$ cat config.mk
export PLATFORM = sky130hd
export DESIGN_NAME = series_accumulator_flat
export DESIGN_NICKNAME = d
export VERILOG_FILES = /design/src/rtl/series_accumulator_if.sv /design/src/rtl/series_accumulator.sv /design/src/flat_wrapper.sv
export SDC_FILE = /design/constraint.sdc
export NUM_CORES = 1
export LEC_CHECK = 0
export CORE_ASPECT_RATIO = 0.7
export CORE_MARGIN = 1.5
export CORE_UTILIZATION = 50
export DETAILED_ROUTE_END_ITERATION = 8
export GPL_TIMING_DRIVEN = 0
export PLACE_DENSITY = 0.76
export SLEW_MARGIN = 20
export SYNTH_ARGS = -nofsm -noshare
export SYNTH_HDL_FRONTEND = slang
export SYNTH_SLANG_ARGS = --single-unit
$ cat constraint.sdc
create_clock -name clock -period 14.65 [get_ports clock]
set_input_delay 3.6625 -clock clock [delete_from_list [all_inputs] [get_ports clock]]
set_output_delay 3.6625 -clock clock [all_outputs]
set_load 0.02 [all_outputs]
$ cat src/rtl/series_accumulator_if.sv
// Request/result bus of the series accumulator.
//   master : drives start, abort, mode, n_lo, n_hi; observes busy, done, sum, overflow
//   slave  : the accumulator side of the same bus
interface series_accumulator_if #(
   parameter int unsigned N_W   = 8,
   parameter int unsigned SUM_W = 24
);
   logic             start;
   logic             abort;
   logic             mode;
   logic [N_W-1:0]   n_lo;
   logic [N_W-1:0]   n_hi;
   logic             busy;
   logic             done;
   logic [SUM_W-1:0] sum;
   logic             overflow;

   modport master (
      output start, abort, mode, n_lo, n_hi,
      input  busy, done, sum, overflow
   );

   modport slave (
      input  start, abort, mode, n_lo, n_hi,
      output busy, done, sum, overflow
   );
endinterface

$ cat src/rtl/series_accumulator.sv
// Sequential series engine: sums term(i) for i = n_lo..n_hi, one term per clock.
// mode 0 sums i, mode 1 sums i*i. Start/busy/done handshake, abort, empty-range
// handling and a sticky overflow flag for the completed result.
// Ports:
//   clock    rising-edge clock
//   reset_n  asynchronous active-low reset
//   bus      slave side of series_accumulator_if (start/abort/mode/n_lo/n_hi in,
//            busy/done/sum/overflow out, all outputs registered)
module series_accumulator #(
   parameter int unsigned N_W   = 8,
   parameter int unsigned SUM_W = 24
) (
   input  logic               clock,
   input  logic               reset_n,
   series_accumulator_if.slave bus
);

   localparam int unsigned SQ_W  = 2 * N_W;
   // Adder is wide enough to expose both the carry and any excess term bits.
   localparam int unsigned EXT_W = (SQ_W > SUM_W) ? SQ_W + 1 : SUM_W + 1;

   typedef enum logic [1:0] {
      IDLE  = 2'd0,
      ACCUM = 2'd1,
      DONE  = 2'd2
   } state_t;

   state_t           state, state_nxt;
   logic             mode_q, mode_nxt;
   logic [N_W-1:0]   hi_q, hi_nxt;
   logic [N_W-1:0]   idx, idx_nxt;
   logic [SUM_W-1:0] acc, acc_nxt;
   logic             ovf_acc, ovf_acc_nxt;
   logic             busy_nxt, done_nxt, ovf_nxt;
   logic [SUM_W-1:0] sum_nxt;

   logic [SQ_W-1:0]  square;
   logic [EXT_W-1:0] term;
   logic [EXT_W-1:0] total;

   // Term and widened partial sum for the current index.
   always_comb begin
      square = SQ_W'(idx) * SQ_W'(idx);
      term   = mode_q ? EXT_W'(square) : EXT_W'(idx);
      total  = EXT_W'(acc) + term;
   end

   // Next-state and next-register logic.
   always_comb begin
      state_nxt   = state;
      mode_nxt    = mode_q;
      hi_nxt      = hi_q;
      idx_nxt     = idx;
      acc_nxt     = acc;
      ovf_acc_nxt = ovf_acc;

      case (state)
         IDLE: begin
            if (bus.start) begin
               acc_nxt     = '0;
               ovf_acc_nxt = 1'b0;
               if (bus.n_lo <= bus.n_hi) begin
                  mode_nxt  = bus.mode;
                  hi_nxt    = bus.n_hi;
                  idx_nxt   = bus.n_lo;
                  state_nxt = ACCUM;
               end else begin
                  state_nxt = DONE;
               end
            end
         end
         ACCUM: begin
            if (bus.abort) begin
               state_nxt = IDLE;
            end else begin
               acc_nxt     = total[SUM_W-1:0];
               ovf_acc_nxt = ovf_acc | (|total[EXT_W-1:SUM_W]);
               // Compare before increment so idx never wraps at the top of range.
               if (idx == hi_q) begin
                  state_nxt = DONE;
               end else begin
                  idx_nxt = idx + N_W'(1);
               end
            end
         end
         DONE: begin
            state_nxt = IDLE;
         end
         default: begin
            state_nxt = IDLE;
         end
      endcase

      // Outputs are registered from the next state so they align with it;
      // the result is published together with the done pulse.
      busy_nxt = (state_nxt != IDLE);
      done_nxt = (state_nxt == DONE);
      sum_nxt  = done_nxt ? acc_nxt : bus.sum;
      ovf_nxt  = done_nxt ? ovf_acc_nxt : bus.overflow;
   end

   // State and datapath registers.
   always_ff @(posedge clock or negedge reset_n) begin
      if (!reset_n) begin
         state        <= IDLE;
         mode_q       <= 1'b0;
         hi_q         <= '0;
         idx          <= '0;
         acc          <= '0;
         ovf_acc      <= 1'b0;
         bus.busy     <= 1'b0;
         bus.done     <= 1'b0;
         bus.sum      <= '0;
         bus.overflow <= 1'b0;
      end else begin
         state        <= state_nxt;
         mode_q       <= mode_nxt;
         hi_q         <= hi_nxt;
         idx          <= idx_nxt;
         acc          <= acc_nxt;
         ovf_acc      <= ovf_acc_nxt;
         bus.busy     <= busy_nxt;
         bus.done     <= done_nxt;
         bus.sum      <= sum_nxt;
         bus.overflow <= ovf_nxt;
      end
   end

endmodule

$ cat src/flat_wrapper.sv
// flat-port wrapper written by rule: the top's interface ports become plain ports
module series_accumulator_flat 
#(
   parameter int unsigned N_W   = 8,
   parameter int unsigned SUM_W = 24
)
  (clock, reset_n, bus_start, bus_abort, bus_mode, bus_n_lo, bus_n_hi, bus_busy, bus_done, bus_sum, bus_overflow);
  series_accumulator_if #(.N_W(N_W), .SUM_W(SUM_W)) bus_i ();
  input  logic clock;
  input  logic reset_n;
  input wire logic [$bits(bus_i.start)-1:0] bus_start;
  input wire logic [$bits(bus_i.abort)-1:0] bus_abort;
  input wire logic [$bits(bus_i.mode)-1:0] bus_mode;
  input wire logic [$bits(bus_i.n_lo)-1:0] bus_n_lo;
  input wire logic [$bits(bus_i.n_hi)-1:0] bus_n_hi;
  output wire logic [$bits(bus_i.busy)-1:0] bus_busy;
  output wire logic [$bits(bus_i.done)-1:0] bus_done;
  output wire logic [$bits(bus_i.sum)-1:0] bus_sum;
  output wire logic [$bits(bus_i.overflow)-1:0] bus_overflow;
  assign bus_i.start = bus_start;
  assign bus_i.abort = bus_abort;
  assign bus_i.mode = bus_mode;
  assign bus_i.n_lo = bus_n_lo;
  assign bus_i.n_hi = bus_n_hi;
  assign bus_busy = bus_i.busy;
  assign bus_done = bus_i.done;
  assign bus_sum = bus_i.sum;
  assign bus_overflow = bus_i.overflow;
  series_accumulator #(.N_W(N_W), .SUM_W(SUM_W)) u_core (.clock(clock), .reset_n(reset_n), .bus(bus_i));
endmodule
==> reports/metrics.csv <==
metric;value;unit
outcome;completed;
global route total overflow;0;
Die Y;94.22;um
worst skew pair latency;0.34;ns
Ports;48;
share of the synthesized area in the top cell type;0.2989;
FF+latch area;1777;um^2
nets@finish;820;
DRT iter0 DRCs;316;
Worst Hold End;u_core.bus.sum[10];
Final Hold Violating Endpoints;0;
global placement routability congestion;0.9073;
number of synthesized flops with an enable pin;0;
Max clock buf depth;2;
reg2reg end;u_core.bus.sum[17];
Clock Skews;0.007888;ns
CP arrival;7.32;ns
crit end category;flip-flop;
CP required;14.91;ns
via density per instance;5.711;
CTS Sinks;71;
IO Port Bufs;47;
ys async rst share;1.000;
Filler Cell Count;1041;
HPWL Detailed;11430;um
first-pass GRT wire length;24090;um
drt total wl;14540;um
hold path start;u_core.bus.sum[10];
Multi-input gate area;3840;um^2
# Post-CTS Setup Buffers;0;
Worst Hold Depth;2;
Core ar.;11640;um^2
Final TNS setup;0;ns
post_cts resized;0;
design area;6944;um^2
pin count of the biggest net entering global routing;56;
initial antenna violation count;0;
Seq/Total Area, Yosys;0.2989;
wire per inst;16.50;um
fin crit period;7.059;ns
Die ar.;12560;um^2
RSZ-0062 raised after global routing;false;
final setup fails;0;
vias in the first global route;4771;
syn avg cell area;9.019;um^2
worst min-delay path category;flip-flop to flip-flop;
Num CTS Buffers;9;
YS warnings;0;
pins over their slew limit;0;
crit path from;u_core.idx[5];
reg2reg start;u_core.idx[5];
area of the mapped netlist;5943;um^2
top cell type by total area after synthesis;dfrtp_1;
R2R depth;25;
max-cap viol count;0;
Synth Instances;659;
largest fanout on the critical path;10;
R2R setup slack;7.59;ns
#FFs+latches synth;71;
Area Growth Syn to Fin;16.84;%
Die X;133.3;um
# diodes;0;
period utilization;0.4819;
DP Area;6639;um^2
Slew @ Worst Pin;0.7672;ns
ranking of synthesized cells by area;dfrtp_1 (30%), ha_1 (12%), fa_1 (8.4%);
slew margin rel.;0.4854;
TritonRoute pass-1 iters;5;
row count;33;
top_reg_cell synth;dfrtp_1;
Root Driver;clkbuf_16;
ratio of cells with drive above 1 in the final layout;0.07459;
Final ANT Viol Nets;0;
DRC violations left;0;
vias;5031;
Reg clk slew, reported paths;0.06;ns
hold buffer count at cts;0;
Netlist cell types;63;
Overall Global Routing Usage;0.2456;
Worst Setup Start Kind;flip-flop;
H-tree levels;3;
Initial Util;0.5104;
FMAX;141.7;MHz
CTS tree;done;
Setup Crit Path Kind;flip-flop to flip-flop;
==> layer usage <==
metal  track usage  vias up  wire length [um]
met5             0        -                 0
met4       0.05707        0               181
met3       0.04369       21               943
met2        0.3597      160              6042
met1        0.3738     2423              7368
li1              -     2427                 -
==> kinds of logic (layout without fill, tap and decap cells) <==
| family | Yosys count | count (layout) | share of synthesized area |
|---|---|---|---|
| flops | 71 | 71 | 0.2989 |
| simple gates | 209 | 209 | 0.1747 |
| compound gates | 152 | 152 | 0.1667 |
| buf+inv | 84 | 148 | 0.05558 |
| other cells | 1 | 2 | 0.0006310 |
| mux | 31 | 31 | 0.05768 |
| fa+ha+maj | 80 | 80 | 0.2000 |
| xor+xnor | 31 | 31 | 0.04568 |
==> sequential cells by signal, indices dropped and copies added, names as in the netlist <==
name                 flops
u_core.idx               8
u_core.bus.busy          1
u_core.mode_q            1
u_core.bus.done          1
u_core.acc              24
u_core.ovf_acc           1
u_core.state             2
u_core.bus.sum          24
u_core.hi_q              8
u_core.bus.overflow      1
==> stage by stage <==
stage	worst slack (ns)	util	hold WS, ns	std cells
final	7.591	0.5964	0.4821	881
after global routing	7.256	0.5964	0.5038	881
after CTS	7.638	0.5964	0.4872	881
after detailed placement	7.685	0.5702	0.4730	865
after global placement	7.495	0.5680	0.4708	864
after floorplan	8.412	-	0.4453	660
==> placed cells by master, fill, tap and decap left out, types with 8 or more instances in the layout <==
master,n
dfrtp_1,71
nand2_1,65
inv_1,55
ha_1,55
clkdlybuf4s50_1,46
nor2_1,43
a21oi_1,40
o21ai_0,38
and2_1,28
fa_1,25
clkbuf_1,24
mux2_2,22
xor2_1,17
nand3_1,17
a21o_1,15
xnor2_1,14
nand2b_1,9
nor3_1,9
clkbuf_16,9
mux2i_1,8
==> worst max-delay path by stage <==
stage	endpoint
floorplan	u_core.bus.sum[18]
global placement	u_core.hi_q[0]
detailed placement	u_core.bus.sum[18]
CTS	u_core.bus.sum[18]
global route	u_core.bus.sum[18]
finish	u_core.bus.sum[17]
==> cells in the mapped netlist (8+ instances only) <==
cell type,instances
inv_1,55
and2_1,28
nor3_1,9
o21ai_0,38
nor2_1,43
nand2_1,65
mux2i_1,8
nand3_1,17
fa_1,25
mux2_2,22
xor2_1,17
nand2b_1,9
ha_1,55
a21o_1,15
a21oi_1,40
xnor2_1,14
clkbuf_1,24
dfrtp_1,71
==> area by class of cell <==
class                           instances  area share
Tap cell                              157     0.02829
Multi-Input combinational cell        505      0.5530
Buffer                                 28     0.01712
Clock buffer                            9     0.03243
Inverter                               56     0.03045
Timing Repair Buffer                   48     0.07135
Sequential cell                        71      0.2559
Clock inverter                          7     0.01153
==> critical path, stage by stage (launching register included) <==
cell and delay (ns):
dfrtp_1 0.37, clkbuf_1 0.34, clkbuf_1 0.48, nand2_1 0.14
fa_1 0.50, inv_1 0.07, fa_1 0.52, fa_1 0.54
inv_1 0.05, fa_1 0.52, inv_1 0.04, ha_1 0.37
a21o_1 0.18, a21o_1 0.19, a21oi_1 0.17, o31ai_1 0.11
xor2_1 0.17, and2_1 0.17, ha_1 0.26, clkbuf_1 0.27
nor2_1 0.09, a211oi_1 0.62, and4_1 0.27, o21ai_0 0.13
a21o_1 0.24, a31oi_1 0.17
Power is left out: the tool's default activity adds up to more than one toggle a clock period on the data nets, which glitch-free logic cannot reach.
